==> config.mk <==
export PLATFORM = sky130hd
export DESIGN_NAME = mac_ram_scheduler
export DESIGN_NICKNAME = d
export VERILOG_FILES = /design/src/rtl/fir_ctrl_pkg.sv /design/src/rtl/tap_addr_counter.sv /design/src/rtl/mac_ram_scheduler.sv
export SDC_FILE = /design/constraint.sdc
export NUM_CORES = 1
export LEC_CHECK = 0
export BUFFER_PORTS_ARGS = -buffer_cell sky130_fd_sc_hd__buf_2
export CORE_UTILIZATION = 36
export DETAILED_ROUTE_END_ITERATION = 16
export PLACE_DENSITY_LB_ADDON = 0.25
export SLEW_MARGIN = 10
export SYNTH_ARGS = -nofsm -noshare
export SYNTH_HDL_FRONTEND = slang
export SYNTH_SLANG_ARGS = --single-unit
export TNS_END_PERCENT = 50
==> constraint.sdc <==
create_clock -name iClk_12M -period 1.4 [get_ports iClk_12M]
set_clock_uncertainty 0.15 [all_clocks]
set_input_delay 0.35 -clock iClk_12M [delete_from_list [all_inputs] [get_ports iClk_12M]]
set_output_delay 0.35 -clock iClk_12M [all_outputs]
set_load 0.1 [all_outputs]
==> src/rtl/fir_ctrl_pkg.sv <==
// Shared constants for the FIR MAC/RAM scheduler: bus widths, default tap count
// and the scheduler state encoding.
package fir_ctrl_pkg;

    localparam int P_ADDR_W   = 6;
    localparam int P_DATA_W   = 16;
    localparam int P_NTAP_DEF = 16;

    localparam logic [2:0] S_IDLE   = 3'd0;
    localparam logic [2:0] S_UPDATE = 3'd1;
    localparam logic [2:0] S_SHIFT  = 3'd2;
    localparam logic [2:0] S_READ   = 3'd3;
    localparam logic [2:0] S_DRAIN  = 3'd4;
    localparam logic [2:0] S_DONE   = 3'd5;

    // Address of the last coefficient for a filter of ntap taps.
    function automatic logic [P_ADDR_W-1:0] last_tap_addr(input int ntap);
        return P_ADDR_W'(ntap - 1);
    endfunction

endpackage

==> src/rtl/tap_addr_counter.sv <==
// Coefficient address counter: cleared before a read burst, advances once per
// read cycle and saturates at the last tap so it can never wrap inside a burst.
module tap_addr_counter
    import fir_ctrl_pkg::*;
#(
    parameter int P_NTAP = P_NTAP_DEF
)
(
    input  logic                iClk_12M,
    input  logic                iRst,
    input  logic                clr_i,
    input  logic                inc_i,
    output logic [P_ADDR_W-1:0] cnt_o,
    output logic                last_o
);

    localparam logic [P_ADDR_W-1:0] LP_LAST = last_tap_addr(P_NTAP);
    localparam logic [P_ADDR_W-1:0] LP_ZERO = {P_ADDR_W{1'b0}};
    localparam logic [P_ADDR_W-1:0] LP_ONE  = {{(P_ADDR_W-1){1'b0}}, 1'b1};

    logic [P_ADDR_W-1:0] cnt_q;
    logic [P_ADDR_W-1:0] cnt_d;

    // Next count: clear has priority, increment stops at the terminal count.
    always_comb begin
        cnt_d = cnt_q;
        if (clr_i) begin
            cnt_d = LP_ZERO;
        end else if (inc_i && (cnt_q != LP_LAST)) begin
            cnt_d = cnt_q + LP_ONE;
        end else begin
            cnt_d = cnt_q;
        end
    end

    // Count register.
    always_ff @(posedge iClk_12M) begin
        if (iRst) begin
            cnt_q <= LP_ZERO;
        end else begin
            cnt_q <= cnt_d;
        end
    end

    assign cnt_o  = cnt_q;
    assign last_o = (cnt_q == LP_LAST);

endmodule

==> src/rtl/mac_ram_scheduler.sv <==
// FIR control scheduler: arbitrates the coefficient SpSram between host updates
// and per-sample tap reads, and sequences the delay-line shift and MAC strobes.
module mac_ram_scheduler
    import fir_ctrl_pkg::*;
#(
    parameter int P_NTAP   = P_NTAP_DEF,
    parameter int P_RD_LAT = 1
)
(
    input  logic                       iClk_12M,
    input  logic                       iRst,
    input  logic                       iCoeffiUpdateFlag,
    input  logic                       iHostCsn,
    input  logic                       iHostWrn,
    input  logic [P_ADDR_W-1:0]        iHostAddr,
    input  logic signed [P_DATA_W-1:0] iHostWrDt,
    output logic                       oHostBusy,
    input  logic                       iSmplValid,
    output logic                       oSmplReady,
    output logic                       oCsnRam,
    output logic                       oWrnRam,
    output logic [P_ADDR_W-1:0]        oAddrRam,
    output logic signed [P_DATA_W-1:0] oWrDtRam,
    output logic                       oShiftEn,
    output logic [P_ADDR_W-1:0]        oTapSel,
    output logic                       oEnMac,
    output logic                       oClrAcc,
    output logic                       oOutValid
);

    localparam logic [P_ADDR_W-1:0] LP_ADDR_ZERO = {P_ADDR_W{1'b0}};
    localparam logic [P_DATA_W-1:0] LP_DATA_ZERO = {P_DATA_W{1'b0}};

    logic [2:0]          state_q;
    logic [2:0]          state_d;
    logic [P_ADDR_W-1:0] tap_cnt_s;
    logic                tap_last_s;
    logic                rd_s;

    logic [P_RD_LAT-1:0] en_pipe_q;
    logic [P_ADDR_W-1:0] tap_pipe_q [P_RD_LAT];

    assign rd_s = (state_q == S_READ);

    tap_addr_counter #(
        .P_NTAP (P_NTAP)
    ) u_tap_addr_counter (
        .iClk_12M (iClk_12M),
        .iRst     (iRst),
        .clr_i    (state_q == S_SHIFT),
        .inc_i    (rd_s),
        .cnt_o    (tap_cnt_s),
        .last_o   (tap_last_s)
    );

    // Next-state logic; an update request only takes effect from IDLE.
    always_comb begin
        state_d = state_q;
        case (state_q)
            S_IDLE: begin
                if (iCoeffiUpdateFlag) begin
                    state_d = S_UPDATE;
                end else if (iSmplValid) begin
                    state_d = S_SHIFT;
                end else begin
                    state_d = S_IDLE;
                end
            end
            S_UPDATE: begin
                if (!iCoeffiUpdateFlag) begin
                    state_d = S_IDLE;
                end else begin
                    state_d = S_UPDATE;
                end
            end
            S_SHIFT: state_d = S_READ;
            S_READ: begin
                if (tap_last_s) begin
                    state_d = S_DRAIN;
                end else begin
                    state_d = S_READ;
                end
            end
            S_DRAIN: state_d = S_DONE;
            S_DONE:  state_d = S_IDLE;
            default: state_d = S_IDLE;
        endcase
    end

    // State register.
    always_ff @(posedge iClk_12M) begin
        if (iRst) begin
            state_q <= S_IDLE;
        end else begin
            state_q <= state_d;
        end
    end

    // Align MAC enable and tap index with coefficient data returning from RAM.
    always_ff @(posedge iClk_12M) begin
        if (iRst) begin
            en_pipe_q <= {P_RD_LAT{1'b0}};
            for (int i = 0; i < P_RD_LAT; i++) begin
                tap_pipe_q[i] <= LP_ADDR_ZERO;
            end
        end else begin
            en_pipe_q[0]  <= rd_s;
            tap_pipe_q[0] <= tap_cnt_s;
            for (int i = 1; i < P_RD_LAT; i++) begin
                en_pipe_q[i]  <= en_pipe_q[i-1];
                tap_pipe_q[i] <= tap_pipe_q[i-1];
            end
        end
    end

    // RAM port ownership: host passthrough in UPDATE, tap reads in READ, idle otherwise.
    always_comb begin
        oCsnRam  = 1'b1;
        oWrnRam  = 1'b1;
        oAddrRam = LP_ADDR_ZERO;
        oWrDtRam = LP_DATA_ZERO;
        case (state_q)
            S_UPDATE: begin
                oCsnRam  = iHostCsn;
                oWrnRam  = iHostWrn;
                oAddrRam = iHostAddr;
                oWrDtRam = iHostWrDt;
            end
            S_READ: begin
                oCsnRam  = 1'b0;
                oWrnRam  = 1'b1;
                oAddrRam = tap_cnt_s;
                oWrDtRam = LP_DATA_ZERO;
            end
            default: begin
                oCsnRam  = 1'b1;
                oWrnRam  = 1'b1;
                oAddrRam = LP_ADDR_ZERO;
                oWrDtRam = LP_DATA_ZERO;
            end
        endcase
    end

    assign oEnMac     = en_pipe_q[P_RD_LAT-1];
    assign oTapSel    = tap_pipe_q[P_RD_LAT-1];
    assign oClrAcc    = oEnMac && (oTapSel == LP_ADDR_ZERO);
    assign oShiftEn   = (state_q == S_SHIFT);
    assign oOutValid  = (state_q == S_DONE);
    assign oHostBusy  = (state_q != S_UPDATE);
    assign oSmplReady = !iRst && (state_q == S_IDLE) && !iCoeffiUpdateFlag;

endmodule

==> metrics.yaml, run 1 <==
yosys:
  synth_xor_xnor_area_share_pct: 1.93
  synth-adder-area-share_pct: 1.38
  synth_cells: 103
  synthesized_nets: 132
  most_numerous_cell_in_the_yosys_netlist: "and2_1"
  netlist.area_leader.share_pct: 35.2
  yosys-top-cells-count: "17 x and2_1, 16 x dfxtp_1, 9 x nor2_1"
  synth_compound_gate_area_share_pct: 13.6
  yosys_most_used_dff: "dfxtp_1"
  synthMuxAreaShare_pct: 2.20
  post_synth.cell_area_avg_um2: 8.83
  synthSimpleGateAreaFrac_pct: 41.0
  yosysWarnings: 0
  async_reset_ff_share_pct: 0
  sequential_area_share_after_synthesis_pct: 35.2
  synth_enable_flop_cells: 0
  ys_types: 35
  synth_area_leaders: "dfxtp_1 35%, and2_1 12%, a22o_1 5.8%, nor2b_1 4.8%, nor2_1 3.7%"
  postSynthRegisterBits: 16
  synth_top_family_by_area: "simple AND/OR/NAND/NOR gates"
  synth.largest_area_cell: "dfxtp_1"
  syn_area_um2: 910
placement:
  portBuffers: 63
  routability_congestion_estimate: 0.911
  dpl_cell_area_mm2: 0.00204
  placement.setup.worst_slack_ns: -0.467
  hpwlAfterDp_um: 2930
cts:
  clock_tree.htree_level_count: 1
  cts_buffers: 3
  cts-root-buf: "clkbuf_4"
  postCtsHoldBufs: 0
  cts_num_sinks: 16
  cts_buffer_depth: 2
grt:
  grt_max_degree: 11
floorplan:
  initial_core_util_pct: 39.6
  floorplan.rows: 17
  die_y_um: 52.3
  design.portCount: 64
  dieWidth_um: 52.3
run_status:
  toolErrorMsg: "[ERROR DPL-0038] Utilization greater than 100%, impossible to legalize"
  flow.stopped_at: "global routing"
  status: "aborted with a tool error"
timing:
  repair-timing-grt-worst-ep: "oClrAcc"
  timing.worst_endpoint.kind: "output port"
==> repair_timing <==
| action | in CTS |
|---|---|
| gates cloned | 1 |
| resized for setup | 31 |
| pin swaps | 14 |
| setup endpoints to repair | 40 |
| buffers inserted | 4 |
==> cell families after synthesis <==
logic type / after synthesis
AOI/OAI and AO/OA: 16
xor gates and xnor gates: 2
adders and majority gates: 1
buffers and inverters: 8
DFF: 16
muxes: 2
and+or+nand+nor: 58
==> through the flow <==
stage / std cells / setup TNS, ns / util [%]
after global placement: 207 / -5.39 / 88.8
after floorplan: 103 / -12.40 / -
after CTS: 216 / -16.24 / 96.8
after detailed placement: 207 / -6.35 / 88.8
==> run 2: changes to the inputs <==
--- a/config.mk
+++ b/config.mk
@@ -6,9 +6,10 @@
 export NUM_CORES = 1
 export LEC_CHECK = 0
 export BUFFER_PORTS_ARGS = -buffer_cell sky130_fd_sc_hd__buf_2
-export CORE_UTILIZATION = 36
+export CORE_AREA = 2 2 63 65
 export DETAILED_ROUTE_END_ITERATION = 16
-export PLACE_DENSITY_LB_ADDON = 0.25
+export DIE_AREA = 0 0 65 67
+export PLACE_DENSITY_LB_ADDON = 0.15
 export SLEW_MARGIN = 10
 export SYNTH_ARGS = -nofsm -noshare
 export SYNTH_HDL_FRONTEND = slang
==> constraint.sdc (replaced) <==
create_clock -name iClk_12M -period 1.8 [get_ports iClk_12M]
set_clock_uncertainty 0.15 [all_clocks]
set_input_delay 0.45 -clock iClk_12M [delete_from_list [all_inputs] [get_ports iClk_12M]]
set_output_delay 0.45 -clock iClk_12M [all_outputs]
set_load 0.1 [all_outputs]
==> run 2 against run 1 <==
Effect of this change:
- the flow now finishes, with violations (setup timing)
- synthesized area unchanged
- synthesized cell count unchanged
==> metrics.yaml, run 2 <==
route:
  routed_wire_length_per_instance_um: 14.4
  final_antenna_net_count: 0
  drc: 0
  wirelength_um: 3300
  initialDrtViolationCount: 24
  route.vias.total: 1037
  detail_route.vias_per_cell: 4.51
  drtPass1Iterations: 4
power:
  switching_power_mw: 0.498
  clkPwrFrac_pct: 21.1
  power.sequential.fraction_pct: 28.2
  switching_part_of_the_total_pct: 39.2
  power.share.combinational_pct: 50.8
  leakage_power_total_nw: 0.977
  pwr_density_cell_mw_per_mm2: 595
  peakVddDrop_mv: 0.298
  intPower_mw: 0.771
floorplan:
  core_region_area_mm2: 0.00361
  initial_core_util_pct: 25.2  # was 39.6%
  floorplan.rows: 22  # was 17
  die_y_um: 67  # was 52.3 µm
  design.portCount: 64  # unchanged
  dieWidth_um: 65  # was 52.3 µm
  design.die.area_mm2: 0.00436
cts:
  tritoncts_clock_tree: "yes"
  clock_edge_transition_at_the_registers_on_the_reported_setup_and_hold_paths_ns: 0.06
  cts_num_sinks: 16  # unchanged
  clock_tree.htree_level_count: 1  # unchanged
  cts-root-buf: "clkbuf_8"  # was clkbuf_4
  cts_buffer_depth: 2  # unchanged
  cts_buffers: 3  # unchanged
  clock_latency_ns: 0.25
timing:
  slew-limit-headroom_pct: 67.4
  sum_of_negative_setup_slack_ns: -6.55
  achievable-frequency_mhz: 468
  tightestPinTransition_ns: 0.492
  grt_setup_unrepaired: "true"
  finalWorstPathRequiredPeriod_ns: 2.14
  timing.final.crit_share_pct: 119
  final-hold-violation-count: 0
  finalSetupViolCount: 29
  max_slew_vio_count: 0
  final_worst_setup_slack_ns: -0.339
worst_setup_path:
  crit_path_start_kind: "flip-flop"
  critical_path_arrival_ns: 1.54
  crit_type: "flip-flop to output port"
  worst-r2r-setup-slack_ns: 0.17
  crit_chain: "or4b_4 -> nor4_4 -> buf_12"
  cp_num_buf_inv: 1
  critPathMaxStageDelay_ns: 0.54
  critical-path-slowest-cell: "or4b_4"
  worst_ep_required_time_ns: 1.20
  timing.critical_path.max_delay_family: "simple AND/OR/NAND/NOR gates"
  end_kind: "output port"
  critical_path.max_fanout: 2
yosys:
  syn_area_um2: 910  # unchanged
  yosys-top-cells-count: "17 x and2_1, 16 x dfxtp_1, 9 x nor2_1"  # unchanged
  sequential_area_share_after_synthesis_pct: 35.2  # unchanged
  synth_cells: 103  # unchanged
  synthesized_nets: 132  # unchanged
  synth_area_leaders: "dfxtp_1 35%, and2_1 12%, a22o_1 5.8%, nor2b_1 4.8%, nor2_1 3.7%"  # unchanged
  postSynthRegisterBits: 16  # unchanged
  synth.largest_area_cell: "dfxtp_1"  # unchanged
  most_numerous_cell_in_the_yosys_netlist: "and2_1"  # unchanged
  ys_types: 35  # unchanged
  yosys_most_used_dff: "dfxtp_1"  # unchanged
  post_synth.cell_area_avg_um2: 8.83  # unchanged
  netlist.area_leader.share_pct: 35.2  # unchanged
  yosysWarnings: 0  # unchanged
  synth_enable_flop_cells: 0  # unchanged
  async_reset_ff_share_pct: 0  # unchanged
placement:
  routability_congestion_estimate: 0.746  # was 0.911
  dpl_cell_area_mm2: 0.00187  # was 0.00204 mm²
  hpwlAfterDp_um: 2580  # was 2930 µm
  placement.setup.worst_slack_ns: -0.151  # was -0.467 ns
  portBuffers: 63  # unchanged
grt:
  overflow: 0
  grt_pass1_wl_um: 5450
  vias_in_the_first_global_route: 1061
  grt_max_degree: 12
  global_route.usage.total_pct: 16.8
  number_of_antenna_violations_at_the_first_check_in_global_routing: 0
final_layout:
  stdcell_area_mm2: 0.00213
  filler_cell_count: 299
  area_growth_from_synthesis_to_layout_pct: 134
  drive_above_1_share_pct: 72.0
  design.final.nets: 212
  core_util_final_pct: 59.1
  antenna_diode_count: 0
  most_frequent_cells_in_the_layout: "34 x buf_2, 29 x buf_12, 16 x and2_4, 11 x buf_4, 9 x dfxtp_1"
  most_common_cell_after_layout_fill_and_taps_aside: "buf_2"
run:
  number_of_maximum_capacitance_violations: 0
run_status:
  status: "finished, violations left"  # was aborted with a tool error
  failed_checks: "setup timing"
min_path:
  hold_wc_path_type: "input pin to flip-flop"
==> run 2: cell counts after synthesis <==
No cell type changed its count.
==> run 2: power by group through the flow <==
| stage | Combinational (mW) | Clock (mW) | Sequential (mW) |
|---|---|---|---|
| 2_1_floorplan | 0.350 | 0 | 0.371 |
| 3_3_place_gp | 0.568 | 0 | 0.367 |
| 3_5_place_dp | 0.575 | 0 | 0.367 |
| 4_1_cts | 0.645 | 0.276 | 0.358 |
| 5_1_grt | 0.666 | 0.287 | 0.357 |
| 6_report | 0.644 | 0.268 | 0.357 |
==> run 2: final cells by class <==
type                    count  area [µm²]  area share [%]
multi-input cells          79         706            33.1
clock inverters             1        3.75           0.176
flip-flops and latches     16         344            16.1
clock buffers               3        41.3            1.94
inverters                   1        3.75           0.176
well taps                  48        60.1            2.82
repair buffers             82         972            45.6
==> run 2: cells by family (layout without fill, tap and decap cells) <==
kind of cell,Yosys count,after routing,synth area share [%]
buffers and inverters,8,87,4.68
XOR/XNOR,2,2,1.93
AND/OR/NAND/NOR,58,58,41.0
adder cells (fa/ha/maj),1,1,1.38
multiplexers,2,2,2.20
flip-flops,16,16,35.2
AO/OA/AOI/OAI,16,16,13.6
==> run 2: stage by stage <==
| step | total power [mW] | hold slack [ns] | std cells |
|---|---|---|---|
| 3_3_place_gp | 0.935 | 0.368 | 217 |
| 2_1_floorplan | 0.722 | 0.329 | 103 |
| 3_5_place_dp | 0.943 | 0.371 | 217 |
| 5_1_grt | 1.31 | 0.314 | 230 |
| 6_report | 1.27 | 0.291 | 230 |
| 4_1_cts | 1.28 | 0.292 | 229 |
==> run 2: worst paths after layout <==
path,start,to,cells after the start
max,tap_pipe_q[0][4]$_SDFF_PP0_,oClrAcc,3
max reg2reg,state_q[2]$_SDFF_PP0_,u_tap_addr_counter.cnt_o[4]$_SDFFE_PP0N_,7
min reg2reg,u_tap_addr_counter.cnt_o[3]$_SDFFE_PP0N_,u_tap_addr_counter.cnt_o[3]$_SDFFE_PP0N_,1
min,iSmplValid,state_q[1]$_SDFF_PP0_,3
==> run 2: what timing repair did <==
action,4_1_cts,5_1_grt
gates cloned,3,0
hold buffers,0,0
setup endpoints to repair,29,29
setup buffers,5,2
resized for setup,24,6
pin swaps,22,3
==> run 2: layer usage <==
layer | global-route usage [%] | up-vias | wire length (µm)
met5 | 0 | - | 0
li1 | - | 518 | -
met3 | 3.04 | 4 | 214
met4 | 7.98 | 0 | 64
met2 | 30.2 | 42 | 1670
met1 | 19.2 | 473 | 1360
==> run 2: tightest hold or removal path: cells and delay by family <==
| family | cells | cell delay (ns) |
|---|---|---|
| buffers and inverters | 1 | 0.10 |
| and+or+nand+nor | 1 | 0.05 |
| AOI/OAI and AO/OA | 1 | 0.05 |
Note: power is estimated with default switching activity, not from simulation.
==> run 3: changes to the inputs <==
--- a/config.mk
+++ b/config.mk
@@ -9,7 +9,7 @@
 export CORE_AREA = 2 2 63 65
 export DETAILED_ROUTE_END_ITERATION = 16
 export DIE_AREA = 0 0 65 67
-export PLACE_DENSITY_LB_ADDON = 0.15
+export PLACE_DENSITY_LB_ADDON = 0.3
 export SLEW_MARGIN = 10
 export SYNTH_ARGS = -nofsm -noshare
 export SYNTH_HDL_FRONTEND = slang
==> run 3 against run 2 <==
Effect of this change:
- the flow still finishes with violations (setup timing)
- critical path depth unchanged
- global-route usage down 3.0 points
- via count down 0.29%
- first-iteration DRC count shrank 33%
- critical endpoint unchanged
- routed wire length down 8.5%
- fmax barely moved
- worst hold slack improved by 0.020 ns
- final area decreased by 4.3%
- non-clock buffer count decreased by 5
- core utilization is 2.5 points lower
- setup slack gained 0.0017 ns
- sequential share of layout area up 0.60 points
==> metrics.yaml, run 3 (synthesized netlist as in run 2, its figures left out) <==
floorplan:
  core_region_area_mm2: 0.00361  # unchanged
  design.die.area_mm2: 0.00436  # unchanged
  die_y_um: 67  # unchanged
  floorplan.rows: 22  # unchanged
  dieWidth_um: 65  # unchanged
  design.portCount: 64  # unchanged
  initial_core_util_pct: 25.2  # unchanged
cts:
  postCtsHoldBufs: 0  # unchanged
  clock_edge_transition_at_the_registers_on_the_reported_setup_and_hold_paths_ns: 0.06  # about the same
  tritoncts_clock_tree: "yes"  # unchanged
  clock_tree.htree_level_count: 1  # unchanged
  cts-root-buf: "clkbuf_8"  # unchanged
  cts_num_sinks: 16  # unchanged
  cts_buffer_depth: 2  # unchanged
  cts_buffers: 3  # unchanged
  clock_latency_ns: 0.25  # about the same
grt:
  grt_max_degree: 13  # was 12
  grt_pass1_wl_um: 4570  # was 5450 µm
  global_route.usage.total_pct: 13.8  # was 16.8%
  overflow: 0  # unchanged
  vias_in_the_first_global_route: 979  # was 1061
  number_of_antenna_violations_at_the_first_check_in_global_routing: 0  # unchanged
worst_setup_path:
  crit_type: "flip-flop to output port"  # unchanged
  cp_num_buf_inv: 1  # unchanged
  worst_ep_required_time_ns: 1.20  # about the same
  critical-path-slowest-cell: "or4b_4"  # unchanged
  timing.critical_path.max_delay_family: "simple AND/OR/NAND/NOR gates"  # unchanged
  crit_chain: "or4b_4 -> nor4_4 -> buf_12"  # unchanged
  end_kind: "output port"  # unchanged
  critPathMaxStageDelay_ns: 0.54  # about the same
  crit_path_start_kind: "flip-flop"  # unchanged
  critical_path.reg2reg.startpoint: "state_q[2]$_SDFF_PP0_"  # unchanged
  critical_path_arrival_ns: 1.54  # about the same
  critical_path.max_fanout: 2  # unchanged
  startpoint: "tap_pipe_q[0][4]$_SDFF_PP0_"  # unchanged
run:
  number_of_maximum_capacitance_violations: 0  # unchanged
timing:
  final-hold-violation-count: 0  # unchanged
  final_worst_setup_slack_ns: -0.337  # was -0.339 ns
  slew-limit-headroom_pct: 67.3  # was 67.4%
  finalWorstPathRequiredPeriod_ns: 2.14  # about the same
  finalSetupViolCount: 29  # unchanged
  max_slew_vio_count: 0  # unchanged
  achievable-frequency_mhz: 468  # about the same
  tightestPinTransition_ns: 0.494  # was 0.492 ns
  timing.final.crit_share_pct: 119  # about the same
  grt_setup_unrepaired: "true"  # unchanged
  hold-worst-slack_ns: 0.311  # was 0.291 ns
final_layout:
  antenna_diode_count: 0  # unchanged
  most_frequent_cells_in_the_layout: "34 x buf_2, 29 x buf_12, 16 x and2_4, 9 x dfxtp_1"  # was 34 x buf_2, 29 x buf_12, 16 x and2_4, 11 x buf_4, 9 x dfxtp_1
  area_growth_from_synthesis_to_layout_pct: 124  # was 134%
  finished_layout_cells: 225  # was 230
  design.final.nets: 207  # was 212
  core_util_final_pct: 56.6  # was 59.1%
  most_common_cell_after_layout_fill_and_taps_aside: "buf_2"  # unchanged
  stdcell_area_mm2: 0.00204  # was 0.00213 mm²
  drive_above_1_share_pct: 68.9  # was 72.0%
placement:
  routability_congestion_estimate: 0.776  # was 0.746
  place_inst: 216  # was 217
  dpl_cell_area_mm2: 0.00187  # about the same
  hpwlAfterDp_um: 2320  # was 2580 µm
  portBuffers: 63  # unchanged
  placement.setup.worst_slack_ns: -0.143  # was -0.151 ns
power:
  leakage_power_total_nw: 0.928  # was 0.977 nW
  peakVddDrop_mv: 0.240  # was 0.298 mV
  pwr_density_cell_mw_per_mm2: 609  # was 595 mW/mm²
run_status:
  failed_checks: "setup timing"  # unchanged
  status: "finished, violations left"  # unchanged
route:
  final_antenna_net_count: 0  # unchanged
  route.vias.total: 1034  # was 1037
  wirelength_um: 3020  # was 3300 µm
  detail_route.vias_per_cell: 4.60  # was 4.51
  drtPass1Iterations: 4  # unchanged
  initialDrtViolationCount: 16  # was 24
  drc: 0  # unchanged
  routed_wire_length_per_instance_um: 13.4  # was 14.4 µm
min_path:
  hold_wc_path_type: "input pin to flip-flop"  # unchanged
  hp-start: "iSmplValid"  # unchanged
[run 3: final timing paths]
kind	cells past startpoint	to	slack (ns)
max	3	oClrAcc	-0.34
min	3	state_q[1]$_SDFF_PP0_	0.31
max reg2reg	7	u_tap_addr_counter.cnt_o[3]$_SDFFE_PP0N_	0.15
min reg2reg	1	tap_pipe_q[0][1]$_SDFF_PP0_	0.38
[run 3: metal layers]
metal / vias to the layer above / wire length (µm) / global-route usage (%)
li1: 510 / - / -
met1: 462 / 1180 / 15.0
met2: 57 / 1460 / 25.0
met3: 5 / 333 / 4.05
met4: 0 / 51 / 5.59
met5: - / 0 / 0
[run 3: repair_timing]
| item | in CTS | in global routing |
|---|---|---|
| gates cloned | 2 | 0 |
| pin swaps | 3 | 9 |
| setup buffers | 2 | 2 |
| gates resized for setup | 16 | 7 |
| setup endpoints to repair | 29 | 29 |
[run 3: per-stage QoR]
step / power [mW] / setup TNS, ns
2_1_floorplan: 0.722 / -6.50
3_3_place_gp: 0.931 / -0.218
3_5_place_dp: 0.937 / -0.271
4_1_cts: 1.25 / -5.95
5_1_grt: 1.28 / -6.85
6_report: 1.24 / -5.58
[run 3: worst min-delay path, cell delays in order]
cell and delay, ns:
buf_2 0.10, nand2_1 0.07, a21oi_1 0.06
[run 3: area by class of cell]
class                      instances  area (µm²)
clock buffer                       3        41.3
timing repair buffer              77         911
sequential                        16         342
clock inverter                     1        3.75
multi-input combinational         79         678
inverter                           1        3.75
fill                             294        1570
tap                               48        60.1
[run 3: power breakdown]
group,total [mW],switching (mW),leakage (nW),internal [mW]
registers,0.358,0.00605,0.134,0.352
clock network,0.269,0.118,0.0231,0.151
logic,0.614,0.366,0.770,0.248
==> run 4: changes to the inputs <==
==> constraint.sdc (replaced) <==
create_clock -name iClk_12M -period 2.2 [get_ports iClk_12M]
set_clock_uncertainty 0.15 [all_clocks]
set_input_delay 0.55 -clock iClk_12M [delete_from_list [all_inputs] [get_ports iClk_12M]]
set_output_delay 0.55 -clock iClk_12M [all_outputs]
set_load 0.1 [all_outputs]
==> run 4 against run 3 <==
Effect of this change:
- the run still ends with setup timing left
- clock power is 18% lower
- sequential cell count stayed put
- global-route usage is 0.76 points lower
- register-to-register slack better by 0.52 ns
- clock-buffer cell count is 1 higher
- combinational power is 29% lower
- total power is 23% lower
- critical path depth stayed put
- via count is 4.8% lower
- critical endpoint unchanged
- highest routed layer unchanged
==> metrics.yaml, run 4 (synthesized netlist as in run 2, its figures left out) <==
run_status:
  status: "finished, violations left"  # unchanged
  failed_checks: "setup timing"  # unchanged
final_layout:
  filler_cell_count: 326  # was 294
  stdcell_area_mm2: 0.00182  # was 0.00204 mm²
  most_frequent_cells_in_the_layout: "34 x buf_2, 29 x buf_12, 11 x and2_1, 10 x dfxtp_1, 8 x nor2_1"  # was 34 x buf_2, 29 x buf_12, 16 x and2_4, 9 x dfxtp_1
  drive_above_1_share_pct: 58.1  # was 68.9%
  antenna_diode_count: 0  # unchanged
  design.final.nets: 197  # was 207
  most_common_cell_after_layout_fill_and_taps_aside: "buf_2"  # unchanged
  area_growth_from_synthesis_to_layout_pct: 100  # was 124%
worst_setup_path:
  critical_path.reg2reg.startpoint: "state_q[1]$_SDFF_PP0_"  # was state_q[2]$_SDFF_PP0_
  crit_path_start_kind: "flip-flop"  # unchanged
  critical_path.max_fanout: 2  # unchanged
  crit_chain: "or4b_4 -> nor4_4 -> buf_12"  # unchanged
  startpoint: "tap_pipe_q[0][4]$_SDFF_PP0_"  # unchanged
  critPathMaxStageDelay_ns: 0.54  # about the same
  worst_ep_required_time_ns: 1.50  # was 1.20 ns
  worst-r2r-setup-slack_ns: 0.67  # was 0.15 ns
  crit_type: "flip-flop to output port"  # unchanged
  critical_path_arrival_ns: 1.53  # was 1.54 ns
  critical-path-slowest-cell: "or4b_4"  # unchanged
  end_kind: "output port"  # unchanged
timing:
  final_worst_setup_slack_ns: -0.0309  # was -0.337 ns
  timing.final.crit_share_pct: 101
  grt_setup_unrepaired: "true"  # unchanged
  finalWorstPathRequiredPeriod_ns: 2.23
  final-hold-violation-count: 0  # unchanged
  slew-limit-headroom_pct: 67.2  # was 67.3%
  max_slew_vio_count: 0  # unchanged
  achievable-frequency_mhz: 448
  finalSetupViolCount: 1  # was 29
  tightestPinTransition_ns: 0.495  # was 0.494 ns
placement:
  routability_congestion_estimate: 0.805  # was 0.776
  dpl_cell_area_mm2: 0.00177  # was 0.00187 mm²
  portBuffers: 63  # unchanged
  hpwlAfterDp_um: 2340  # was 2320 µm
  placement.setup.worst_slack_ns: 0.123  # was -0.143 ns
floorplan:
  core_region_area_mm2: 0.00361  # unchanged
  floorplan.rows: 22  # unchanged
  design.portCount: 64  # unchanged
  die_y_um: 67  # unchanged
  design.die.area_mm2: 0.00436  # unchanged
  initial_core_util_pct: 25.2  # unchanged
  dieWidth_um: 65  # unchanged
power:
  leakage_power_total_nw: 0.816  # was 0.928 nW
  pwr_density_cell_mw_per_mm2: 524  # was 609 mW/mm²
  peakVddDrop_mv: 0.223  # was 0.240 mV
min_path:
  hold_wc_path_type: "flip-flop to flip-flop"  # was input pin to flip-flop
  hp-start: "u_tap_addr_counter.cnt_o[3]$_SDFFE_PP0N_"  # was iSmplValid
grt:
  grt_max_degree: 25  # was 13
  grt_pass1_wl_um: 4460  # was 4570 µm
  vias_in_the_first_global_route: 899  # was 979
  global_route.usage.total_pct: 13.0  # was 13.8%
  number_of_antenna_violations_at_the_first_check_in_global_routing: 0  # unchanged
  overflow: 0  # unchanged
route:
  detail_route.vias_per_cell: 4.58  # was 4.60
  drtPass1Iterations: 4  # unchanged
  routed_wire_length_per_instance_um: 13.2  # was 13.4 µm
  initialDrtViolationCount: 23  # was 16
  drc: 0  # unchanged
  final_antenna_net_count: 0  # unchanged
  wirelength_um: 2830  # was 3020 µm
  route.vias.total: 984  # was 1034
run:
  number_of_maximum_capacitance_violations: 0  # unchanged
cts:
  cts_buffer_depth: 2  # unchanged
  cts_num_sinks: 16  # unchanged
  tritoncts_clock_tree: "yes"  # unchanged
  clock_tree.htree_level_count: 1  # unchanged
  cts_buffers: 3  # unchanged
  clock_edge_transition_at_the_registers_on_the_reported_setup_and_hold_paths_ns: 0.06  # about the same
  clock_latency_ns: 0.24  # was 0.25 ns
  cts-root-buf: "clkbuf_8"  # unchanged
==> run 4: changes by cell type in the layout (fill, tap and decap cells not counted), moves of 3 or more <==
| cell | previous run | this run |
|---|---|---|
| and2_1 | 1 | 11 |
| a22o_2 | 0 | 3 |
| buf_4 | 8 | 3 |
| a22o_4 | 3 | 0 |
| buf_6 | 4 | 1 |
| and2_4 | 16 | 0 |
| and2_2 | 0 | 6 |
==> run 4: worst paths after layout <==
kind / cells after the start / to
worst max register to register: 5 / u_tap_addr_counter.cnt_o[4]$_SDFFE_PP0N_
worst min register to register: 1 / u_tap_addr_counter.cnt_o[3]$_SDFFE_PP0N_
worst max-delay path: 3 / oClrAcc
worst min-delay path: 1 / u_tap_addr_counter.cnt_o[3]$_SDFFE_PP0N_
==> run 4: where the power goes <==
group | leakage, nW | internal (mW) | total [mW] | switching, mW
clock | 0.0228 | 0.128 | 0.221 | 0.0935
sequential | 0.133 | 0.289 | 0.295 | 0.00613
combinational | 0.660 | 0.157 | 0.439 | 0.282
==> run 4: area by class of cell <==
class | count | area, µm² | share of cell area [%]
repair buffers | 67 | 785 | 43.0
multi-input cells | 79 | 592 | 32.5
flip-flops and latches | 16 | 338 | 18.5
well taps | 48 | 60.1 | 3.29
clock buffers | 4 | 45.0 | 2.47
inverters | 1 | 3.75 | 0.206
==> run 4: metal layers <==
layer	up-vias	track usage [%]	routed length (µm)
met1	458	16.0	1210
met5	-	0	0
met3	2	3.55	204
li1	482	-	-
met4	0	3.46	11
met2	42	22.4	1410
==> run 4: timing repair <==
item                                    4_1_cts  5_1_grt
pin swaps                                     2        0
endpoints found under the setup margin       23        7
hold buffers                                  0        0
setup buffers                                 0        0
resized for setup                             3        1
==> run 4: critical path, delay by kind of cell (launching register included) <==
kind                   cells  cell delay [ns]
buffers and inverters      1             0.21
and+or+nand+nor            2             0.74
DFF                        1             0.34
==> run 4: through the flow <==
| stage | hold WS (ns) | std cells | total power [mW] | utilization (%) | setup TNS, ns |
|---|---|---|---|---|---|
| floorplan | 0.317 | 103 | 0.575 | - | -2.36 |
| global placement | 0.350 | 211 | 0.737 | 49.1 | 0 |
| detailed placement | 0.356 | 211 | 0.741 | 49.1 | 0 |
| CTS | 0.375 | 215 | 0.963 | 50.5 | -0.0379 |
| global route | 0.409 | 215 | 0.985 | 50.6 | -0.0993 |
| finish | 0.369 | 215 | 0.956 | 50.6 | -0.0309 |
